<file path="src/rtl/hazard_scoreboard.sv">
// Hazard unit beside ID: EX/MEM forwarding selects, a per-register busy
// scoreboard for long-latency writes, and a saturating stall-cycle counter.
module hazard_scoreboard #(
    parameter int unsigned NREG   = 32,
    parameter int unsigned AW     = 5,
    parameter bit          FWD_EN = 1'b1,
    parameter int unsigned CNT_W  = 32
) (
    input  logic              clk,
    input  logic              rst,
    input  logic              id_valid,
    input  logic [AW-1:0]     id_rs1,
    input  logic [AW-1:0]     id_rs2,
    input  logic              id_rs1_used,
    input  logic              id_rs2_used,
    input  logic [AW-1:0]     id_rd,
    input  logic              id_we,
    input  logic              id_long,
    input  logic              flush,
    input  logic              alu_reg_we,
    input  logic [AW-1:0]     alu_reg_waddr,
    input  logic              mem_reg_we,
    input  logic [AW-1:0]     mem_reg_waddr,
    input  logic              wb_valid,
    input  logic [AW-1:0]     wb_rd,
    output logic              stall_req,
    output logic              issue,
    output logic [1:0]        fwd_rs1_sel,
    output logic [1:0]        fwd_rs2_sel,
    output logic [NREG-1:0]   busy_vec,
    output logic [CNT_W-1:0]  stall_cnt
);

    localparam logic [CNT_W-1:0] CntMax = '1;
    localparam logic [CNT_W-1:0] CntOne = CNT_W'(1);

    logic [NREG-1:0]  busy_q, busy_d;
    logic [CNT_W-1:0] cnt_q, cnt_d;

    logic       live1, live2;
    logic [2:0] res1, res2;
    logic       waw_stall;
    logic       long_set;

    // Per-source evaluation, returns {stall, sel[1:0]}. A busy register takes
    // priority over short-latency matches; a same-cycle writeback releases it
    // and the write-first register file supplies the value (select 00).
    function automatic logic [2:0] eval_src(
        input logic            live,
        input logic [AW-1:0]   rs,
        input logic [NREG-1:0] busy,
        input logic            wbv,
        input logic [AW-1:0]   wbr,
        input logic            exwe,
        input logic [AW-1:0]   exwa,
        input logic            memwe,
        input logic [AW-1:0]   memwa
    );
        logic [2:0] r;
        r = 3'b000;
        if (live) begin
            if (busy[rs]) begin
                r[2] = ~(wbv && (wbr == rs));
            end else if (exwe && (exwa == rs)) begin
                if (FWD_EN) r[1:0] = 2'b01;
                else        r[2]   = 1'b1;
            end else if (memwe && (memwa == rs)) begin
                if (FWD_EN) r[1:0] = 2'b10;
                else        r[2]   = 1'b1;
            end
        end
        return r;
    endfunction

    // Hazard detection, forwarding selects and issue; all held at 0 in reset.
    always_comb begin
        live1 = id_valid && id_rs1_used && (id_rs1 != '0);
        live2 = id_valid && id_rs2_used && (id_rs2 != '0);
        res1  = eval_src(live1, id_rs1, busy_q, wb_valid, wb_rd,
                         alu_reg_we, alu_reg_waddr, mem_reg_we, mem_reg_waddr);
        res2  = eval_src(live2, id_rs2, busy_q, wb_valid, wb_rd,
                         alu_reg_we, alu_reg_waddr, mem_reg_we, mem_reg_waddr);
        // Keeps at most one long write outstanding per register.
        waw_stall = id_valid && id_we && id_long && (id_rd != '0) && busy_q[id_rd]
                    && !(wb_valid && (wb_rd == id_rd));
        stall_req   = rst && (res1[2] || res2[2] || waw_stall);
        fwd_rs1_sel = rst ? res1[1:0] : 2'b00;
        fwd_rs2_sel = rst ? res2[1:0] : 2'b00;
        issue       = rst && id_valid && !stall_req && !flush;
    end

    // Scoreboard next state: clear on writeback, then set on long issue so set wins.
    always_comb begin
        busy_d   = busy_q;
        long_set = issue && id_we && id_long && (id_rd != '0);
        if (wb_valid && (wb_rd != '0)) busy_d[wb_rd] = 1'b0;
        if (long_set) busy_d[id_rd] = 1'b1;
        busy_d[0] = 1'b0;
    end

    // Stall counter next state, saturating at all-ones; flushed cycles are not counted.
    always_comb begin
        cnt_d = cnt_q;
        if (stall_req && !flush && (cnt_q != CntMax)) cnt_d = cnt_q + CntOne;
    end

    // State registers; reset forgets every outstanding long op.
    always_ff @(posedge clk or negedge rst) begin
        if (!rst) begin
            busy_q <= '0;
            cnt_q  <= '0;
        end else begin
            busy_q <= busy_d;
            cnt_q  <= cnt_d;
        end
    end

    assign busy_vec  = busy_q;
    assign stall_cnt = cnt_q;

endmodule

</file>
<file path="config.mk">
export PLATFORM = sky130hd
export DESIGN_NAME = hazard_scoreboard
export DESIGN_NICKNAME = d
export VERILOG_FILES = /design/src/rtl/hazard_scoreboard.sv
export SDC_FILE = /design/constraint.sdc
export NUM_CORES = 1
export LEC_CHECK = 0
export ABC_AREA = 1
export BUFFER_PORTS_ARGS = -buffer_cell sky130_fd_sc_hd__buf_2
export CAP_MARGIN = 25
export CORE_MARGIN = 2
export CORE_UTILIZATION = 35
export CTS_CLUSTER_DIAMETER = 60
export CTS_CLUSTER_SIZE = 16
export DETAILED_ROUTE_END_ITERATION = 16
export PLACE_DENSITY_LB_ADDON = 0.25
export SETUP_SLACK_MARGIN = 0.5
export SLEW_MARGIN = 30
export SYNTH_ARGS = -nofsm -noshare
export SYNTH_HDL_FRONTEND = slang
export SYNTH_SLANG_ARGS = --single-unit
</file>
<file path="constraint.sdc">
create_clock -name clk -period 2.2 [get_ports clk]
set_input_delay 0.33 -clock clk [delete_from_list [all_inputs] [get_ports clk]]
set_output_delay 0.33 -clock clk [all_outputs]
set_load 0.02 [all_outputs]
</file>
==> flow_metrics.tcl, run 1 <==
set metrics [dict create \
    antenna_found_initial 0 \
    grt_setup_unrepaired "true" \
    grt_max_degree 46 \
    placed_cell_area_um2 6541 \
    crit_chain "nand2_1 > o21ai_1 > nand2_1 > nand2_1 > nand2_1 > nand2_2 > nor2_1 > nand2_1 > nand2_1 > nand2_1 > nand2_2 > nand2_4 > nor3_4 > buf_6" \
    grt_pass1_vias 6164 \
    max_freq_ghz 0.4247 \
    final_core_util 0.5374 \
    core_area_um2 14530 \
    crit_family "simple AND/OR/NAND/NOR gates" \
    gp_congestion 0.9794 \
    drt_iter0_drc 855 \
    syn_inst 806 \
    ys.flop_type "dfrtp_1" \
    max-cap-violations 0 \
    netlist_top_cells_count "nand2_1 (258), inv_1 (80), dfrtp_1 (63)" \
    syn_nets 848 \
    synth_area_um2 5221 \
    dieArea_um2 15910 \
    diodes 0 \
    h-tree-depth 3 \
    cts.sinks 63 \
    placed_cells 1134 \
    layout-drive-gt1-share 0.3291 \
    cp-end-kind "output port" \
    die_x_um 126.1 \
    period_needed_ns 2.355 \
    criticalPathCategory "flop to output port" \
    cp.arrival_ns 2.02 \
    p_leak_uw 0.003866 \
    synth.area.top_cells "dfrtp_1 (30%), nand2_1 (19%), inv_1 (5.8%)" \
    antenna_left 0 \
    io_buffers 109 \
    startpoint_type "flop" \
    required_ns 1.87 \
    synth_top_area_frac 0.3019 \
    r2r_slack_ns -0.04 \
    violations "negative setup slack" \
    routed_via_density 5.493 \
    outcome "complete, but fails checks" \
    setup_viol 30 \
    powerDensity_nw_per_um2 610.7 \
    die_y_um 126.1 \
    first_pass_iters 5 \
    fin_area_um2 7811 \
    synth_most_common_cell "nand2_1" \
    yosysWarnings 0 \
    start_util 0.3592 \
    ys_seq_elements 63 \
    critPathMostFrequentCell "nand2_1" \
    fin_skew_ns 0.005779 \
    clk_latency_ns 0.35 \
    min_path_type "input port to asynchronous set/reset pin" \
    async_flop_share 1.000 \
    totalWireLength_um 22380 \
    peakVddDrop_uv 377.0 \
    cts_buffers 9 \
    cts-root-buf "clkbuf_16" \
    grt_pass1_wl_um 34650 \
    final_max_slew_viol_count 0 \
    grt_usage 0.2779 \
    cpPeakStageDelay_ns 0.44 \
    finalHoldViolations 0 \
    maxSlewHeadroom 0.5878 \
    stdcell_count 1208 \
    ys_types 34 \
    critical-path-slowest-cell "dfrtp_1" \
    period_share 1.070 \
    synth_edf_count 0 \
    hold_slack_ns 0.05907 \
    crit_buf_inv 1 \
    area_growth_pct 49.60 \
    crit_fanout 4 \
    worst_pin_slew_ns 0.6136 \
    placementRows 44 \
    dp_slack_ns -0.02985 \
    ys_seq_area_frac 0.3019 \
    nets 1062 \
    grt-ovfl-total 0 \
    dp_hpwl_um 15550 \
    num_vias 6635 \
    hold_buffers 0 \
    drc 0 \
    yosys.area.top_type "dfrtp_1" \
    avgSynthCellArea_um2 6.478 \
    cts_buffer_depth 2 \
    avgRoutedWirePerCell_um 18.52 \
    fin_ws_ns -0.1545 \
    path_clk_slew_ns 0.06 \
    cts_tree "done" \
    ios 111 \
]
==> power breakdown <==
part	switching [uW]	internal, uW	total, uW
clock	545	897	1440
sequential	192	1300	1500
combinational	999	834	1830
total	1740	3040	4770
==> stage by stage <==
stage / total power (uW) / setup TNS, ns
floorplan: 2274 / 0
global placement: 2853 / -0.02051
detailed placement: 2853 / -0.02985
CTS: 4637 / -0.1059
global route: 4999 / -6.859
finish: 4771 / -0.5691
==> placed cells by master (no fill, tap or decap), types with 13 or more instances in the layout <==
| cell | n |
|---|---|
| nand2_2 | 21 |
| xor2_1 | 26 |
| o22ai_1 | 13 |
| buf_4 | 87 |
| o21bai_1 | 27 |
| a21oi_1 | 42 |
| nand3_1 | 37 |
| nand4_1 | 45 |
| xnor2_1 | 14 |
| inv_2 | 18 |
| buf_2 | 103 |
| nor3_1 | 35 |
| nor2_1 | 41 |
| buf_6 | 23 |
| buf_12 | 15 |
| nand2_1 | 236 |
| dfrtp_1 | 53 |
| inv_1 | 64 |
==> cell type report <==
type	count	area, um^2
clock buffers	11	242.7
well taps	184	230.2
flip-flops and latches	63	1589
clock inverters	4	47.55
repair buffers	236	1953
fillers	1429	6723
multi-input cells	624	3421
inverters	86	327.8
==> path summary, 6_finish.rpt <==
kind,startpoint,endpoint,cells past startpoint
setup / recovery,busy_vec[29]$_DFF_PN0_,issue,14
hold / removal,rst,busy_vec[6]$_DFF_PN0_,2
setup reg to reg,busy_vec[29]$_DFF_PN0_,busy_vec[13]$_DFF_PN0_,18
hold reg to reg,stall_cnt[31]$_DFFE_PN0P_,stall_cnt[31]$_DFFE_PN0P_,2
max in group asynchronous,rst,busy_vec[22]$_DFF_PN0_,3
min in group clk,id_rd[3],busy_vec[2]$_DFF_PN0_,5
==> state kept, by name, indices dropped and copies added (netlist names) <==
name,cells
stall_cnt,32
busy_vec,31
==> repair_timing <==
item	4_1_cts	5_1_grt
buffers inserted	39	12
pin swaps	19	15
setup endpoints to repair	69	69
resized for setup	67	47
gates cloned	8	0
==> kinds of logic after synthesis <==
kind of cell             Yosys count  share of synthesized area
AO/OA/AOI/OAI                    130                     0.1503
flip-flops                        63                     0.3019
AND/OR/NAND/NOR                  452                     0.3805
adder cells (fa/ha/maj)            1                   0.002396
XOR/XNOR                          40                    0.06710
other                              1                  0.0007182
buffers and inverters            119                    0.09705
==> per-layer routing <==
layer  vias up  share of wire  track usage  routed length, um
met1      3086           0.46       0.4220              10230
met5         -              0            0                  0
met3        58          0.096      0.04291               2137
met4         0          0.031      0.09567                683
li1       3120              -            -                  -
met2       371           0.42       0.3985               9327
Power figures use the tool's default switching activity.
==> run 2: changes to the inputs <==
Settings changed: PLACE_DENSITY_LB_ADDON 0.25 to unset.
==> run 2 against run 1 <==
The flow still finishes with violations (negative setup slack). Sequential power about the same. Final area shrank 3.0%. Total power is 1.2% higher. Via count down 1.3%. Clock power up 17%. Largest cell class unchanged. Global-route usage decreased by 0.83 points. Largest power group is now the clock network. Combinational power is 10% lower.
==> flow_metrics.tcl, run 2 (same netlist as run 1, synthesis figures left out) <==
set metrics [dict create \
    period_needed_ns 2.255 \
    crit_chain "nand2_1 > o21ai_2 > nand2_1 > nand2_1 > nand2_1 > nand2_1 > nor2_1 > nand2_1 > nand2_1 > nand2_1 > nand2_2 > nand2_4 > nor3_4 > buf_6" \
    cts.sinks 63 \
    finalHoldViolations 0 \
    ios 111 \
    placed_cell_area_um2 6546 \
    r2r_slack_ns -0.02 \
    mostFrequentLayoutCell "nand2_1" \
    cts_buffers 9 \
    max-cap-violations 0 \
    peakVddDrop_uv 385.7 \
    crit_fanout 4 \
    max_freq_ghz 0.4435 \
    first_pass_iters 6 \
    die_y_um 126.1 \
    cp-end-kind "output port" \
    fin_setup_tns_ns -0.3374 \
    required_ns 1.87 \
    startpoint_type "flop" \
    crit_family "simple AND/OR/NAND/NOR gates" \
    rr_worst_depth 19 \
    p_leak_uw 0.003743 \
    outcome "complete, but fails checks" \
    cp.arrival_ns 1.93 \
    fin_area_um2 7576 \
    n_fill_cell 1471 \
    period_share 1.025 \
    violations "negative setup slack" \
    core_area_um2 14530 \
    wl_met1_um 10000 \
    dieArea_um2 15910 \
    top_layer "met4" \
    die_x_um 126.1 \
    layout-drive-gt1-share 0.3108 \
    powerDensity_nw_per_um2 637.1 \
    setup_viol 19 \
    dr_wl_met2_um 9412 \
    avgRoutedWirePerCell_um 18.43 \
    h-tree-depth 3 \
    final_core_util 0.5213 \
    num_vias 6546 \
    dp_hpwl_um 15430 \
    drt_iter0_drc 805 \
    routed_via_density 5.510 \
    multiInputGateArea_um2 3402 \
    totalWireLength_um 21890 \
    nets 1041 \
    fin_skew_ns 0.009564 \
    maxSlewHeadroom 0.6125 \
    cts_buffer_depth 2 \
    start_util 0.3592 \
    crit_path_start "busy_vec[31]$_DFF_PN0_" \
    dp_slack_ns -0.004546 \
    min_path_type "input port to asynchronous set/reset pin" \
    diodes 0 \
    crit_buf_inv 1 \
    criticalPathCategory "flop to output port" \
    final_max_slew_viol_count 0 \
    reg2reg_to "stall_cnt[23]$_DFFE_PN0P_" \
    placementRows 44 \
    drc 0 \
    seqCellArea_um2 1593 \
    grt_usage 0.2696 \
    grt_pass1_vias 6045 \
    grt_setup_unrepaired "true" \
    path_clk_slew_ns 0.06 \
    cp-endpoint "issue" \
    cp_num_cells 14 \
    grt-ovfl-total 0 \
    antenna_left 0 \
    gp_congestion 1.010 \
    mostFrequentLayoutCells "nand2_1 (246), buf_2 (103), buf_4 (80), inv_1 (66), dfrtp_1 (50)" \
    r2r_start "busy_vec[6]$_DFF_PN0_" \
    area_growth_pct 45.10 \
    worst_pin_slew_ns 0.5812 \
    grt_pass1_wl_um 33840 \
    clk_latency_ns 0.35 \
    fin_ws_ns -0.05503 \
    wl_met3_um 2001 \
    power_uw 4827 \
    critPathMostFrequentCell "nand2_1" \
    cts_tree "done" \
    io_buffers 109 \
    largest_reg_flops 32 \
    antenna_found_initial 0 \
    cpPeakStageDelay_ns 0.42 \
    cts-root-buf "clkbuf_16" \
    critical-path-slowest-cell "dfrtp_1" \
    grt_max_degree 43 \
]
==> run 2: final cells by class <==
class / count / area share
clock buffer: 11 / 0.03204
clock inverter: 5 / 0.01387
inverter: 86 / 0.04327
multi-input combinational: 624 / 0.4490
sequential: 63 / 0.2102
tap: 184 / 0.03039
timing repair buffer: 215 / 0.2211
==> run 2: worst reg2reg max path, delay by kind of cell (launching register included) <==
kind,cells,cell delay [ns]
AO/OA/AOI/OAI,1,0.14
buffers and inverters,5,0.61
flip-flops,1,0.42
AND/OR/NAND/NOR,13,0.92
==> run 2: routing by layer <==
metal / up-vias / global-route usage
li1: 3082 / -
met2: 369 / 0.3966
met4: 0 / 0.09502
met5: - / 0
met3: 42 / 0.04291
met1: 3053 / 0.3993
==> run 2: metrics by stage <==
stage,instances,hold WS (ns)
floorplan,806,0.03441
global placement,1133,0.4571
detailed placement,1133,0.4579
CTS,1175,0.08411
global route,1188,0.1246
finish,1188,0.09127
==> run 2: worst min-delay path by stage <==
stage          from                        end  slack, ns
5_1_grt         rst  stall_cnt[24]$_DFFE_PN0P_       0.12
2_1_floorplan   rst     busy_vec[10]$_DFF_PN0_       0.03
4_1_cts         rst  stall_cnt[24]$_DFFE_PN0P_       0.08
3_5_place_dp    rst  stall_cnt[26]$_DFFE_PN0P_       0.46
3_3_place_gp    rst  stall_cnt[26]$_DFFE_PN0P_       0.46
6_report        rst  stall_cnt[24]$_DFFE_PN0P_       0.09
==> run 2: report_power, final <==
group / leakage, uW / total [uW] / internal [uW] / switching (uW)
combinational: 0.00278 / 1640 / 694 / 949
sequential: 0.000805 / 1490 / 1310 / 185
clock: 0.000162 / 1690 / 1140 / 556
==> run 2: repair_timing <==
| action | in CTS | in global routing |
|---|---|---|
| endpoints found under the hold margin | 0 | 0 |
| buffers inserted | 23 | 8 |
| pin swaps | 24 | 18 |
| gates cloned | 3 | 5 |
| gates resized for setup | 47 | 50 |
| endpoints found under the setup margin | 69 | 69 |
| hold buffers | 0 | 0 |
